### src/rtl/load_reg_bank_pkg.sv
// Shared types and default sizing for the player load register bank.
package load_reg_bank_pkg;

    localparam int unsigned LRB_WIDTH  = 4;
    localparam int unsigned LRB_NUM_CH = 4;
    localparam int unsigned LRB_CH_W   = 2;

    // Load event record at the default sizing.
    typedef struct packed {
        logic [LRB_CH_W-1:0]  ch;
        logic [LRB_WIDTH-1:0] data;
    } lrb_evt_t;

endpackage

### src/rtl/load_reg_evt_slot.sv
// Single-entry valid/ready event register; o_space means a new entry can be taken this cycle.
module load_reg_evt_slot #(
    parameter int unsigned EW = 6
) (
    input  logic          clk,
    input  logic          rst,
    input  logic          i_push,
    input  logic [EW-1:0] i_entry,
    input  logic          i_pop_ready,
    output logic          o_valid,
    output logic [EW-1:0] o_entry,
    output logic          o_space
);

    logic          r_valid;
    logic [EW-1:0] r_entry;

    assign o_space = !r_valid || i_pop_ready;
    assign o_valid = r_valid;
    assign o_entry = r_entry;

    always_ff @(posedge clk) begin
        if (rst) begin
            r_valid <= 1'b0;
            r_entry <= '0;
        end else if (i_push) begin
            // A push in the same cycle as a pop replaces the entry.
            r_valid <= 1'b1;
            r_entry <= i_entry;
        end else if (r_valid && i_pop_ready) begin
            r_valid <= 1'b0;
        end
    end

endmodule

### src/rtl/load_reg_bank.sv
// Multi-channel load register bank with per-channel loaded flags and a load event slot.
// Optional LOAD_REG_BANK_LOCK_EN: loaded channels reject overwrites and pulse wr_err.
module load_reg_bank
    import load_reg_bank_pkg::*;
#(
    parameter int unsigned WIDTH  = LRB_WIDTH,
    parameter int unsigned NUM_CH = LRB_NUM_CH,
    parameter int unsigned CH_W   = LRB_CH_W
) (
    input  logic                    clk,
    input  logic                    rst,
    input  logic                    wr_valid,
    output logic                    wr_ready,
    input  logic [CH_W-1:0]         wr_ch,
    input  logic [WIDTH-1:0]        wr_data,
    input  logic                    clr_en,
    input  logic [CH_W-1:0]         clr_ch,
    input  logic                    clr_all,
    output logic [NUM_CH*WIDTH-1:0] data_flat,
    output logic [NUM_CH-1:0]       loaded,
    output logic                    all_loaded,
    output logic                    evt_valid,
    input  logic                    evt_ready,
    output logic [CH_W-1:0]         evt_ch,
    output logic [WIDTH-1:0]        evt_data,
    output logic                    wr_err
);

    typedef struct packed {
        logic [CH_W-1:0]  ch;
        logic [WIDTH-1:0] data;
    } evt_rec_t;

    localparam int unsigned   EVT_W    = $bits(evt_rec_t);
    localparam logic [CH_W:0] NUM_CH_V = (CH_W + 1)'(NUM_CH);

    logic [WIDTH-1:0]  r_data [NUM_CH];
    logic [NUM_CH-1:0] r_loaded;

    logic     w_space;
    logic     w_accept;
    logic     w_ch_ok;
    logic     w_locked;
    logic     w_load;
    evt_rec_t w_push_rec;
    evt_rec_t w_evt_rec;

    assign wr_ready = w_space && !clr_all && !(clr_en && (clr_ch == wr_ch)) && !rst;
    assign w_accept = wr_valid && wr_ready;
    assign w_ch_ok  = {1'b0, wr_ch} < NUM_CH_V;

`ifdef LOAD_REG_BANK_LOCK_EN
    logic [(2**CH_W)-1:0] w_loaded_ext;
    logic                 r_wr_err;

    // Pad so any wr_ch value indexes safely; out-of-range channels read as unlocked.
    always_comb begin
        w_loaded_ext             = '0;
        w_loaded_ext[NUM_CH-1:0] = r_loaded;
    end

    assign w_locked = w_loaded_ext[wr_ch];

    always_ff @(posedge clk) begin
        if (rst) begin
            r_wr_err <= 1'b0;
        end else begin
            r_wr_err <= w_accept && w_ch_ok && w_locked;
        end
    end

    assign wr_err = r_wr_err;
`else
    assign w_locked = 1'b0;
    assign wr_err   = 1'b0;
`endif

    assign w_load = w_accept && w_ch_ok && !w_locked;

    always_ff @(posedge clk) begin
        if (rst) begin
            for (int c = 0; c < NUM_CH; c++) begin
                r_data[c] <= '0;
            end
            r_loaded <= '0;
        end else begin
            for (int c = 0; c < NUM_CH; c++) begin
                if (clr_all || (clr_en && (clr_ch == CH_W'(c)))) begin
                    r_data[c]   <= '0;
                    r_loaded[c] <= 1'b0;
                end else if (w_load && (wr_ch == CH_W'(c))) begin
                    r_data[c]   <= wr_data;
                    r_loaded[c] <= 1'b1;
                end
            end
        end
    end

    for (genvar g = 0; g < NUM_CH; g++) begin : g_flat
        assign data_flat[g*WIDTH +: WIDTH] = r_data[g];
    end

    assign loaded     = r_loaded;
    assign all_loaded = &r_loaded;

    assign w_push_rec.ch   = wr_ch;
    assign w_push_rec.data = wr_data;

    load_reg_evt_slot #(
        .EW (EVT_W)
    ) u_evt_slot (
        .clk         (clk),
        .rst         (rst),
        .i_push      (w_load),
        .i_entry     (w_push_rec),
        .i_pop_ready (evt_ready),
        .o_valid     (evt_valid),
        .o_entry     (w_evt_rec),
        .o_space     (w_space)
    );

    assign evt_ch   = w_evt_rec.ch;
    assign evt_data = w_evt_rec.data;

endmodule

### config.mk
export PLATFORM = sky130hd
export DESIGN_NAME = load_reg_bank
export DESIGN_NICKNAME = d
export VERILOG_FILES = /design/src/rtl/load_reg_bank_pkg.sv /design/src/rtl/load_reg_evt_slot.sv /design/src/rtl/load_reg_bank.sv
export SDC_FILE = /design/constraint.sdc
export NUM_CORES = 1
export LEC_CHECK = 0
export CORE_UTILIZATION = 30
export CTS_CLUSTER_SIZE = 8
export DETAILED_ROUTE_END_ITERATION = 16
export SYNTH_ARGS = -nofsm -noshare
export SYNTH_HDL_FRONTEND = slang
export SYNTH_HIERARCHICAL = 1
export SYNTH_SLANG_ARGS = --single-unit
export TNS_END_PERCENT = 5
### constraint.sdc
create_clock -name clk -period 1.7 [get_ports clk]
set_input_delay 0.17 -clock clk [delete_from_list [all_inputs] [get_ports clk]]
set_output_delay 0.17 -clock clk [all_outputs]
set_load 0.02 [all_outputs]
==> results by group, run 1 <==
Placed design
  • IO Port Bufs: 42
  • Routability cong.: ~0.74
  • Dpl cell area: 1787 µm²
  • DP HPWL: 2.081 mm
  • Dpl ws: -0.3328 ns

Clock tree
  • Clock root cell: clkbuf_8
  • Longest Clk Path Bufs: 2
  • Inserted Clock Buffers: 3
  • CTS clock-pin slew for the worst setup and hold paths: ~0.080 ns
  • Hold-fix buffers, CTS: 0
  • Post-CTS Setup Inserts: 0
  • H-tree depth: 1
  • Clock sink count: 27
  • Clock Latency Late Sink: 0.26 ns
  • CTS tree: yes

Final layout
  • N_diodes: 0
  • Area of the multi-input gates: 442.9 µm²
  • Commonest non-fill, non-tap cell in the layout: clkdlybuf4s50_1
  • FF/Latch Area: 700.7 µm²
  • Most frequent cells in the layout: 39 x clkdlybuf4s50_1, 19 x buf_4, 16 x edfxtp_1
  • Fill count: 334
  • Share of post-route cells with drive strength above 1: 19.75%
  • Area Overhead vs Synth: 51.76%
  • Net count reported at finish: 177
  • Design Area, Final: 1834 µm²

Setup path
  • Max stage delay on crit path: 0.45 ns
  • FF-to-FF path depth: 5
  • Reg-to-reg slack, setup: 0.12 ns
  • Setup Crit Path Kind: in2reg
  • Critical path cell sequence: clkdlybuf4s50_1 -> nand2b_1 -> and4bb_2 -> o21ai_0 -> o21ai_1 -> buf_4
  • Reg-to-Reg End: r_data[1][2]$_SDFFCE_PN0P_
  • CP max-delay cell: clkdlybuf4s50_1
  • Crit path buffers/inverters: 2
  • Critical-path maximum fanout: 4
  • WP data required: 1.68 ns
  • CP delay by family, top: buffers and inverters
  • Startpoint Class: input port
  • Worst reg2reg path startpoint: u_evt_slot/o_valid$_SDFFE_PP0P_
  • Worst Setup End Kind: flip-flop
  • Worst EP arrival: 1.64 ns

Routing
  • Routed length on met3: 86 µm
  • WL met2: 1.307 mm
  • Via-to-Cell Ratio: 4.590
  • Routed Wire Length: approximately 2.6 mm
  • Vias post-DR: slightly below 1000
  • Drt wl/cell: approximately 12 µm
  • First-iteration detailed-routing DRC count: 22
  • M1 WL: ~1.2 mm
  • Detailed Routing Iterations Pass 1: 4
  • # DRC: 0
  • Highest routed metal layer: met4
  • Antenna Nets Post-Route: 0

STA
  • Fin Setup TNS: 0 ns
  • Setup violators final: 0
  • Worst hold margin: approximately 0.44 ns
  • RSZ-0062 raised after global routing: false
  • Final min period: 1.656 ns
  • Clock skew: 0.004247 ns
  • Final WS setup: about 0.044 ns
  • Crit share post-route: 97.41%
  • Fmax: 603.9 MHz
  • Hold Violations, Final: 0
  • Final max-slew violation count: 0

Synth
  • Seq/Total Area, Yosys: 57.97%
  • Synth area leaders: edfxtp_1 40%, dfxtp_1 18%, nor3_1 5.8%
  • Asr flop ratio synth: 0%
  • Synth area leader: edfxtp_1
  • Synth warn: 6
  • Top-area cell type share of the netlist area: 39.75%
  • Yosys reg bits: 27
  • Cell Area, Synth: 1209 µm²
  • Yosys cell types: 26
  • Mapped Nets: 116
  • Ys flop type: edfxtp_1
  • Syn Inst Count: between 100 and 150
  • Number of flops mapped to enable cells by yosys: 16
  • Synthesized area per cell: 11.85 µm²

Floorplan
  • Die Span Y: 65.48 µm
  • Number of primary I/O pins: 44
  • Total Die Area: between 4000 and 5000 µm²
  • Core footprint: 3771 µm²
  • Chip Width: 65.48 µm
  • Row cnt: 22
  • Starting Density: 32.05%

Global routing
  • Largest net degree at the start of global routing: 17
  • Initial antenna violation count: 0
  • First-pass GRT wire length: roughly 4.2 mm
  • Gr usage total: roughly an eighth
  • GRT overflow: 0
  • Number of global-route vias before repair: roughly 900

Power and ir drop
  • P_leak: 0.7066 nW
  • Cell Pwr Density: 726.1 nW/µm²
  • Design Power: approximately 1.3 mW
  • Maximum vdd drop: about 0.00028 V

Min path
  • Hold depth: 4
  • Min-Delay Endpoint: loaded[2]$_SDFFE_PP0P_
  • Hold path start: clr_ch[0]
  • Worst Hold Class: in2reg

Run
  • Max Cap Viol: 0

Run status
  • Status: complete, no violations
worst reg2reg max path, stage by stage (launching register included):
cell and delay (ns):
dfxtp_1 0.32, nand2b_1 0.16, and4bb_2 0.29, o21ai_0 0.17
o21ai_1 0.21, buf_4 0.16
cell families (layout without fill, tap and decap cells):
logic type / Yosys count / in the layout / share of synthesized area, %
AND/OR/NAND/NOR: 41 / 41 / 18.53
flip-flops: 27 / 27 / 57.97
AO/OA/AOI/OAI: 14 / 14 / 9.937
buffers and inverters: 11 / 71 / 5.590
multiplexers: 6 / 6 / 4.969
XOR/XNOR: 2 / 2 / 2.691
other: 1 / 1 / 0.3103
power breakdown:
group	switching (mW)	internal [mW]
Clock	0.177	0.167
Sequential	0.00983	0.719
Combinational	0.135	0.124
Total	0.322	1.01
timing repair:
action	CTS	global route
pin swaps	0	1
cloned	0	0
setup endpoints to repair	7	9
resized for setup	4	5
through the flow:
stage,std cells,utilization [%]
5_1_grt,210,48.64
3_3_place_gp,206,47.38
4_1_cts,210,48.67
6_report,210,48.64
3_5_place_dp,206,47.38
2_1_floorplan,102,-
Yosys cell counts, drive strengths merged (3+ instances only):
cell    instances
o21ai           3
mux2i           6
edfxtp         16
nor3           16
buf             5
nor2            8
nand2b          3
nand2          11
inv             6
dfxtp          11
layer usage:
layer | up-vias | global-route usage [%]
met4 | 0 | 5.707
met1 | 458 | 14.79
li1 | 482 | -
met3 | 2 | 1.910
met2 | 22 | 23.20
met5 | - | 0
sequential cells by signal, indices dropped and copies added, names as in the netlist:
name / cells
r_data: 16
u_evt_slot/o_entry: 6
loaded: 4
u_evt_slot/o_valid: 1
worst max-delay path by stage:
stage | start | end | slack, ns | depth (start not counted)
3_3_place_gp | clr_ch[1] | wr_ready | -0.25 | 5
4_1_cts | clr_ch[1] | wr_ready | 0.003 | 5
3_5_place_dp | wr_ch[1] | u_evt_slot/o_entry[4]$_SDFFE_PP0P_ | -0.33 | 6
5_1_grt | evt_ready | r_data[1][1]$_SDFFCE_PN0P_ | 0.001 | 6
6_report | evt_ready | r_data[1][2]$_SDFFCE_PN0P_ | 0.04 | 6
2_1_floorplan | u_evt_slot/o_valid$_SDFFE_PP0P_ | r_data[1][0]$_SDFFCE_PN0P_ | 0.05 | 4
layout make-up:
class	instances	area share [%]
sequential	27	38.20
timing repair buffer	61	30.70
multi-input combinational	64	24.15
tap	48	3.274
clock buffer	4	2.456
inverter	6	1.228
No activity file was read; power rests on OpenSTA's default activity.
==> run 2, diff against run 1 <==
- HOLD_SLACK_MARGIN: not set -> 0.03
- SETUP_SLACK_MARGIN: not set -> 0.2
==> run 2 against run 1 <==
Combinational power hardly changed; clock skew hardly changed; register-to-register slack better by 0.13 ns; die area stayed put; via count is 0.62% higher; maximum frequency is 9.4% higher; wire length is 5.0% lower; first-iteration DRC count is 23% lower; sequential power hardly changed; critical path type unchanged.
==> results by group, run 2 (synthesis results as in run 1) <==
Power and ir drop
  • Part of the power in registers: 54.4% (-0.3 points)
  • P_leak: 0.7370 nW (+4.3%)
  • P_int: 1.008 mW (-0.18%)
  • Clk pwr share: 26.1% (+0.3 points)
  • Design Power: 1.339 mW (+0.51%)
  • Net Sw Power: 0.3304 mW (+2.7%)
  • Cell Pwr Density: 720.5 nW/µm² (-0.78%)
  • Switching portion of total power: 24.68% (+0.52 points)
  • Comb pwr share: 19.4% (about the same)
  • Maximum vdd drop: 0.0002665 V (-5.0%)

Min path
  • Hold depth: 3 (-1)
  • Worst Hold Class: in2reg
  • Min-Delay Endpoint: u_evt_slot/o_entry[3]$_SDFFE_PP0P_
  • Hold path start: rst

Run
  • Max Cap Viol: 0 (unchanged)

Setup path
  • Max stage delay on crit path: 0.46 ns (about the same)
  • WP data required: 1.62 ns (-0.06 ns)
  • Worst EP arrival: 1.44 ns (-0.20 ns)
  • Critical path cell sequence: clkdlybuf4s50_1 -> nand2b_4 -> and4bb_2 -> o2111ai_1 -> o211ai_1
  • Setup Crit Path Kind: in2reg
  • Reg-to-reg slack, setup: 0.25 ns (+0.13 ns)
  • Worst Setup End Kind: flip-flop
  • Startpoint Class: input port
  • Reg-to-Reg End: r_data[2][1]$_SDFFCE_PN0P_
  • FF-to-FF path depth: 4 (-1)
  • Worst reg2reg path startpoint: u_evt_slot/o_valid$_SDFFE_PP0P_
  • Critical-path maximum fanout: 4 (unchanged)
  • CP max-delay cell: clkdlybuf4s50_1

Final layout
  • Most frequent cells in the layout: 35 x clkdlybuf4s50_1, 20 x buf_4, 16 x edfxtp_1
  • Design Area, Final: 1858 µm² (+1.3%)
  • N_diodes: 0 (unchanged)
  • Biggest register: r_data
  • Max reg flops: 16 (unchanged)
  • Net count reported at finish: 178 (+0.56%)
  • Share of post-route cells with drive strength above 1: 22.09% (+2.3 points)
  • Area Overhead vs Synth: 53.73%
  • Commonest non-fill, non-tap cell in the layout: clkdlybuf4s50_1

Floorplan
  • Die Span Y: 65.48 µm (unchanged)
  • Row cnt: 22 (unchanged)
  • Chip Width: 65.48 µm (unchanged)
  • Starting Density: 32.05% (unchanged)
  • Number of primary I/O pins: 44 (unchanged)
  • Core footprint: 3771 µm² (unchanged)
  • Total Die Area: 4287 µm² (unchanged)

Routing
  • Via-to-Cell Ratio: 4.597 (+0.15%)
  • Detailed Routing Iterations Pass 1: 4 (unchanged)
  • Antenna Nets Post-Route: 0 (unchanged)
  • First-iteration detailed-routing DRC count: 17 (-23%)
  • Drt wl/cell: 11.73 µm (-5.5%)
  • # DRC: 0 (unchanged)
  • Vias post-DR: 970 (+0.62%)
  • Routed Wire Length: 2.474 mm (-5.0%)

Run status
  • Status: complete, no violations

Global routing
  • Gr usage total: 12.61% (-0.22 points)
  • Largest net degree at the start of global routing: 17 (unchanged)
  • First-pass GRT wire length: 4.126 mm (-0.98%)
  • Number of global-route vias before repair: 937 (+2.1%)
  • Initial antenna violation count: 0 (unchanged)
  • GRT overflow: 0 (unchanged)

STA
  • Final min period: 1.514 ns (-0.1419 ns)
  • Hold Violations, Final: 0 (unchanged)
  • Final WS setup: 0.1859 ns (+0.1419 ns)
  • Fmax: 660.5 MHz (+9.4%)
  • Crit share post-route: 89.07% (-8.3 points)
  • Final max-slew violation count: 0 (unchanged)
  • Fin Setup TNS: 0 ns (unchanged)
  • Clock skew: 0.004236 ns (-0.00001080 ns)
  • Setup violators final: 0 (unchanged)
  • RSZ-0062 raised after global routing: true

Clock tree
  • CTS tree: yes
  • Clock root cell: clkbuf_8
  • H-tree depth: 1 (unchanged)
  • Longest Clk Path Bufs: 2 (unchanged)
  • Clock sink count: 27 (unchanged)
  • Clock Latency Late Sink: 0.27 ns (about the same)
  • Inserted Clock Buffers: 3 (unchanged)
  • CTS clock-pin slew for the worst setup and hold paths: 0.09 ns (about the same)

Placed design
  • DP HPWL: 2.012 mm (-3.3%)
  • Dpl ws: -0.3169 ns (+0.01592 ns)
  • Routability cong.: 0.7491 (+1.3%)
  • IO Port Bufs: 42 (unchanged)
  • Dpl cell area: 1787 µm² (unchanged)
==> run 2: how the worst max path moves through the flow <==
stage / startpoint / endpoint / slack [ns] / depth (start not counted)
after floorplan: u_evt_slot/o_valid$_SDFFE_PP0P_ / r_data[0][0]$_SDFFCE_PN0P_ / 0.18 / 4
after global placement: clr_ch[1] / wr_ready / -0.25 / 5
after detailed placement: clr_ch[0] / u_evt_slot/o_entry[0]$_SDFFE_PP0P_ / -0.32 / 6
after CTS: clr_ch[1] / wr_ready / 0.09 / 5
after global routing: evt_ready / r_data[2][1]$_SDFFCE_PN0P_ / 0.14 / 5
final: evt_ready / r_data[2][1]$_SDFFCE_PN0P_ / 0.19 / 5
==> run 2: critical path: cells and delay by family <==
family                 cells  cell delay, ns
buffers and inverters      1            0.46
AND/OR/NAND/NOR            2            0.41
AO/OA/AOI/OAI              2            0.41
==> run 2: final cells by class <==
cell class,instances,area (µm²)
timing repair buffer,62,569.3
fill,344,1913
tap,48,60.06
multi-input combinational,64,459.2
clock inverter,1,5.005
sequential,27,700.7
clock buffer,3,41.29
inverter,6,22.52
==> run 2: power groups by stage <==
stage	Combinational (mW)	Clock, mW	Sequential [mW]
2_1_floorplan	0.0851	0	0.780
3_3_place_gp	0.257	0	0.743
3_5_place_dp	0.259	0	0.744
4_1_cts	0.262	0.361	0.729
5_1_grt	0.281	0.379	0.732
6_report	0.260	0.350	0.728
==> run 2: routing by layer <==
layer | share of wire, % | GRT usage, % | vias up
met5 | 0 | 0 | -
met4 | 1.1 | 6.522 | 0
met3 | 4.5 | 1.736 | 2
met2 | 51 | 22.55 | 27
met1 | 43 | 14.46 | 455
li1 | - | - | 486
==> run 2: what timing repair did <==
action                                 in CTS  in global routing
buffers inserted                            1                  0
setup endpoints to repair                  21                 40
gates resized for setup                     8                  8
hold buffers                                0                  0
pin swaps                                   1                  1
endpoints found under the hold margin       0                  0
cloned                                      0                  0
==> run 2: stage by stage <==
stage                     hold WS (ns)  cells  utilization, %
after floorplan                 0.2391    102               -
after global placement          0.4571    206           47.38
after detailed placement        0.4713    206           47.38
after CTS                       0.4919    211           48.94
after global routing            0.4538    211           49.27
final                           0.4297    211           49.27
==> run 3, diff against run 2 <==
- MAX_ROUTING_LAYER: not set -> met4
- REMOVE_ABC_BUFFERS: not set -> 1
==> run 3 against run 2 <==
Sequential share of layout area down 0.30 points; worst setup slack better by 0.0046 ns; cell count up 0.95%; die area unchanged; final area up 0.81%; clock skew about the same; clock-buffer cell count up 1; sequential power about the same; sequential cell count unchanged.
==> results by group, run 3 (synthesis results as in run 1) <==
Routing
  • Drt wl/cell: 12.13 µm (+3.5%)
  • Routed Wire Length: 2.584 mm (+4.4%)
  • Antenna Nets Post-Route: 0 (unchanged)
  • # DRC: 0 (unchanged)
  • Vias post-DR: 951 (-2.0%)
  • Via-to-Cell Ratio: 4.465 (-2.9%)
  • First-iteration detailed-routing DRC count: 18 (+1)
  • Detailed Routing Iterations Pass 1: 4 (unchanged)

Setup path
  • Worst reg2reg path startpoint: u_evt_slot/o_valid$_SDFFE_PP0P_
  • Setup Crit Path Kind: in2reg
  • Startpoint Class: input port
  • Critical path destination: r_data[2][1]$_SDFFCE_PN0P_
  • FF-to-FF path depth: 4 (unchanged)
  • Worst Setup End Kind: flip-flop
  • Max stage delay on crit path: 0.46 ns (about the same)
  • Stages on worst setup path: 5 (unchanged)
  • CP max-delay cell: clkdlybuf4s50_1
  • Crit path buffers/inverters: 1 (unchanged)
  • Worst EP arrival: 1.43 ns (about the same)
  • Critical path origin: evt_ready
  • WP data required: 1.62 ns (about the same)
  • Reg-to-reg slack, setup: 0.26 ns (about the same)
  • Reg-to-Reg End: r_data[2][1]$_SDFFCE_PN0P_
  • Critical path cell sequence: clkdlybuf4s50_1 -> nand2b_4 -> and4bb_2 -> o2111ai_2 -> o211ai_1
  • CP delay by family, top: buffers and inverters
  • Critical-path maximum fanout: 4 (unchanged)

Run
  • Max Cap Viol: 0 (unchanged)

Floorplan
  • Chip Width: 65.48 µm (unchanged)
  • Die Span Y: 65.48 µm (unchanged)
  • Starting Density: 32.05% (unchanged)
  • Number of primary I/O pins: 44 (unchanged)
  • Row cnt: 22 (unchanged)
  • Total Die Area: 4287 µm² (unchanged)
  • Core footprint: 3771 µm² (unchanged)

STA
  • RSZ-0062 raised after global routing: true
  • Fmax: 662.5 MHz (+0.31%)
  • Setup violators final: 0 (unchanged)
  • Final min period: 1.509 ns (-0.004643 ns)
  • Hold Violations, Final: 0 (unchanged)
  • Worst hold margin: 0.4319 ns (+0.002171 ns)
  • Final max-slew violation count: 0 (unchanged)
  • Clock skew: 0.003900 ns (-0.0003366 ns)
  • Crit share post-route: 88.79% (-0.27 points)

Final layout
  • N_diodes: 0 (unchanged)
  • Max reg flops: 16 (unchanged)
  • Most frequent cells in the layout: 34 x clkdlybuf4s50_1, 22 x buf_4, 16 x edfxtp_1
  • Biggest register: r_data
  • Share of post-route cells with drive strength above 1: 23.03% (+0.94 points)
  • Area Overhead vs Synth: 54.97%
  • Commonest non-fill, non-tap cell in the layout: clkdlybuf4s50_1
  • Net count reported at finish: 180 (+1.1%)

Clock tree
  • Clock Latency Late Sink: 0.26 ns (about the same)
  • Clock root cell: clkbuf_8
  • H-tree depth: 1 (unchanged)
  • CTS tree: yes
  • CTS clock-pin slew for the worst setup and hold paths: 0.08 ns (about the same)
  • Clock sink count: 27 (unchanged)
  • Inserted Clock Buffers: 3 (unchanged)
  • Hold-fix buffers, CTS: 0 (unchanged)
  • Longest Clk Path Bufs: 2 (unchanged)

Global routing
  • GRT overflow: 0 (unchanged)
  • Largest net degree at the start of global routing: 17 (unchanged)
  • First-pass GRT wire length: 4.126 mm (unchanged)
  • Gr usage total: 13.21% (+0.61 points)
  • Number of global-route vias before repair: 912 (-2.7%)
  • Initial antenna violation count: 0 (unchanged)

Power and ir drop
  • Cell Pwr Density: 712.1 nW/µm² (-1.2%)
  • Maximum vdd drop: 0.0002750 V (+3.2%)
  • Design Power: 1.334 mW (-0.36%)
  • P_leak: 0.7426 nW (+0.76%)

Placed design
  • DP HPWL: 2.037 mm (+1.2%)
  • IO Port Bufs: 42 (unchanged)
  • Routability cong.: 0.7489 (about the same)

Min path
  • Worst Hold Class: in2reg

Run status
  • Status: complete, no violations
==> run 3: cell count changes in the layout (fill, tap and decap cells not counted), sizes merged <==
cell           before  now
clkbuf              3    4
clkinv              1    0
buf                21   23
clkdlybuf4s50      35   34
dlygate4sd2         3    4
==> run 3: cell type report <==
class,count,area [µm²]
fillers,335,1898
flip-flops and latches,27,700.7
repair buffers,64,583.1
multi-input cells,64,461.7
well taps,48,60.06
clock buffers,4,45.04
inverters,6,22.52
==> run 3: layer usage <==
| metal | wire length [µm] | part of all wire, % | track usage, % | vias to the layer above |
|---|---|---|---|---|
| met5 | 0 | 0 | - | - |
| met4 | 27 | 1.0 | 5.435 | 0 |
| met3 | 65 | 2.5 | 2.257 | 2 |
| met2 | 1278 | 49 | 21.01 | 24 |
| met1 | 1213 | 47 | 16.63 | 431 |
| li1 | - | - | - | 494 |
==> run 3: through the flow <==
| step | std cells | setup WS (ns) | util (%) | setup TNS (ns) | cell area, µm² |
|---|---|---|---|---|---|
| after floorplan | 97 | 0.04531 | - | 0 | 1164 |
| after global placement | 207 | -0.2593 | 47.58 | -4.837 | 1794 |
| after detailed placement | 207 | -0.3100 | 47.58 | -5.509 | 1794 |
| after CTS | 211 | 0.1012 | 48.77 | 0 | 1839 |
| after global routing | 213 | 0.07953 | 49.67 | 0 | 1873 |
| final | 213 | 0.1905 | 49.67 | 0 | 1873 |
==> run 3: how the worst min path moves through the flow <==
| stage | to | cells past startpoint | startpoint | slack [ns] |
|---|---|---|---|---|
| 6_report | u_evt_slot/o_entry[5]$_SDFFE_PP0P_ | 4 | wr_ch[1] | 0.43 |
| 5_1_grt | u_evt_slot/o_entry[5]$_SDFFE_PP0P_ | 4 | wr_ch[1] | 0.44 |
| 4_1_cts | loaded[3]$_SDFFE_PP0P_ | 2 | loaded[3]$_SDFFE_PP0P_ | 0.47 |
| 3_5_place_dp | loaded[3]$_SDFFE_PP0P_ | 2 | loaded[3]$_SDFFE_PP0P_ | 0.46 |
| 3_3_place_gp | loaded[3]$_SDFFE_PP0P_ | 2 | loaded[3]$_SDFFE_PP0P_ | 0.46 |
| 2_1_floorplan | u_evt_slot/o_valid$_SDFFE_PP0P_ | 1 | rst | 0.24 |
==> run 3: worst reg2reg max path: cells and delay by family (launching register included) <==
kind,cells,cell delay [ns]
compound gates,2,0.38
simple gates,2,0.37
flops,1,0.35
==> run 3: what timing repair did <==
action / 4_1_cts / 5_1_grt
buffers inserted: 0 / 2
resized for setup: 11 / 8
setup endpoints to repair: 21 / 40
pin swaps: 1 / 6
==> run 3: report_power, final <==
part	switching (mW)	internal [mW]
clock	0.173	0.167
sequential	0.0101	0.719
combinational	0.138	0.128
==> edit (flow settings as in run 2) <==
`LRB_CH_W`: 2 -> 4.
--- a/src/rtl/load_reg_bank_pkg.sv
+++ b/src/rtl/load_reg_bank_pkg.sv
@@ -3,7 +3,7 @@
 
     localparam int unsigned LRB_WIDTH  = 4;
     localparam int unsigned LRB_NUM_CH = 4;
-    localparam int unsigned LRB_CH_W   = 2;
+    localparam int unsigned LRB_CH_W   = 4;
 
     // Load event record at the default sizing.
     typedef struct packed {
Interface: changed (resized clr_ch, evt_ch and wr_ch); port bits go from 44 to 50. The function was not compared with the original's and may differ.
==> edit against run 2 <==
- clock skew is 0.0011 ns lower
- area after synthesis grew 10%
- wire length is 29% higher
- clock power is 45% higher
- critical path depth is 1 higher
- combinational power increased by 5%
- critical path type is now register to register
- critical endpoint is now r_data[2][3]$_SDFFCE_PN0P_
- largest cell class unchanged
- worst setup slack got worse by 0.13 ns
- sequential cell count is 2 higher
- synthesized cell count grew 6.9%
- largest power group unchanged
- power grew 16%
- core utilization rose by 4.9 points
- final area rose by 21%
==> edit: results <==
set metrics [dict create \
    status "completed" \
    htreeDepth 2 \
    grt_max_degree 12 \
    clock_skew_ns 0.00318 \
    viasPerCell 4.55 \
    dpl_worst_slack_ns -0.535 \
    wl_met2_mm 1.73 \
    rr_endpoint "r_data[2][3]$_SDFFCE_PN0P_" \
    crit_slowest_cell "dfxtp_2" \
    min_from "wr_ch[1]" \
    synth.area.top_cells "edfxtp_1, dfxtp_1, a2111oi_4, and2_1, mux2i_1" \
    cts-resized-gates 25 \
    max_stage_delay_ns 0.33 \
    postPlaceCellArea_sq_um 2110 \
    ir_drop_mv 0.457 \
    dr_wl_met3_microns 157 \
    met3_usage_pct 6.41 \
    cp_top_family "simple AND/OR/NAND/NOR gates" \
    synth_compound_area_share_pct 14.0 \
    drt_iter0_markers 60 \
    avgSynthCellArea_sq_um 12.2 \
    final_layout_size_suffix_gt1_share_pct 32.3 \
    worstRegToRegCells 6 \
    fin_crit_ns 1.65 \
    post-place-cells 232 \
    synthMuxAreaShare_pct 6.00 \
    synth_edf_count 16 \
    crit_type "register to register" \
    routed_wl_mm 3.18 \
    timing.rr.start "u_evt_slot/o_valid$_SDFFE_PP0P_" \
    m1WireLength_mm 1.29 \
    worstPathMaxFanout 4 \
    gp_congestion 0.784 \
    netSwitchingFraction_pct 24.0 \
    clk_pin_slew_worst_paths_ns 0.06 \
    hold_class "primary input to register" \
    reg2reg_slack_ns 0.05 \
    cts_setup_buffers 2 \
    syn_nets 127 \
    synth-xor-area-share_pct 0.656 \
    met2_usage_pct 27.2 \
    ys_types 32 \
    nets 209 \
    synth-main-ff-cell "edfxtp_1" \
    cts_buffers 5 \
    track_usage_pct 15.0 \
    hpwl_mm 2.57 \
    min_to "u_evt_slot/o_entry[5]$_SDFFE_PP0P_" \
    vias 1102 \
    ys_seq_area_share_pct 55.5 \
    holdWs_ns 0.338 \
    arrival_ns 1.61 \
    grt_pass1_wl_mm 4.94 \
    synthTopCellsByCount "and2_1, edfxtp_1, nor2_1" \
]
==> edit: changes by cell type after synthesis, moves of 3 or more <==
cell and change:
a2111oi_4 +4, a21o_1 +3, and2_1 +16, inv_1 -3
nand2_1 -9, nor2_1 +7, nor2b_1 +3, nor3_1 -13
o21ai_0 -3
==> edit: cell type report <==
class | count | area, sq um
multi-input cells | 73 | 631
fillers | 389 | 1900
well taps | 50 | 62.6
clock inverters | 3 | 12.5
clock buffers | 5 | 68.8
flip-flops and latches | 29 | 742
repair buffers | 78 | 713
inverters | 4 | 15.0
==> edit: power by group through the flow <==
stage	combinational [mW]	sequential, mW	clock (mW)
floorplan	0.0713	0.821	0
global placement	0.270	0.786	0
detailed placement	0.273	0.786	0
CTS	0.273	0.772	0.520
global route	0.291	0.774	0.557
finish	0.273	0.771	0.507
==> edit: worst min-delay path, cell delays in order <==
cell	delay [ns]
clkdlybuf4s15_1	0.24
mux2i_1	0.09
nor2_1	0.08
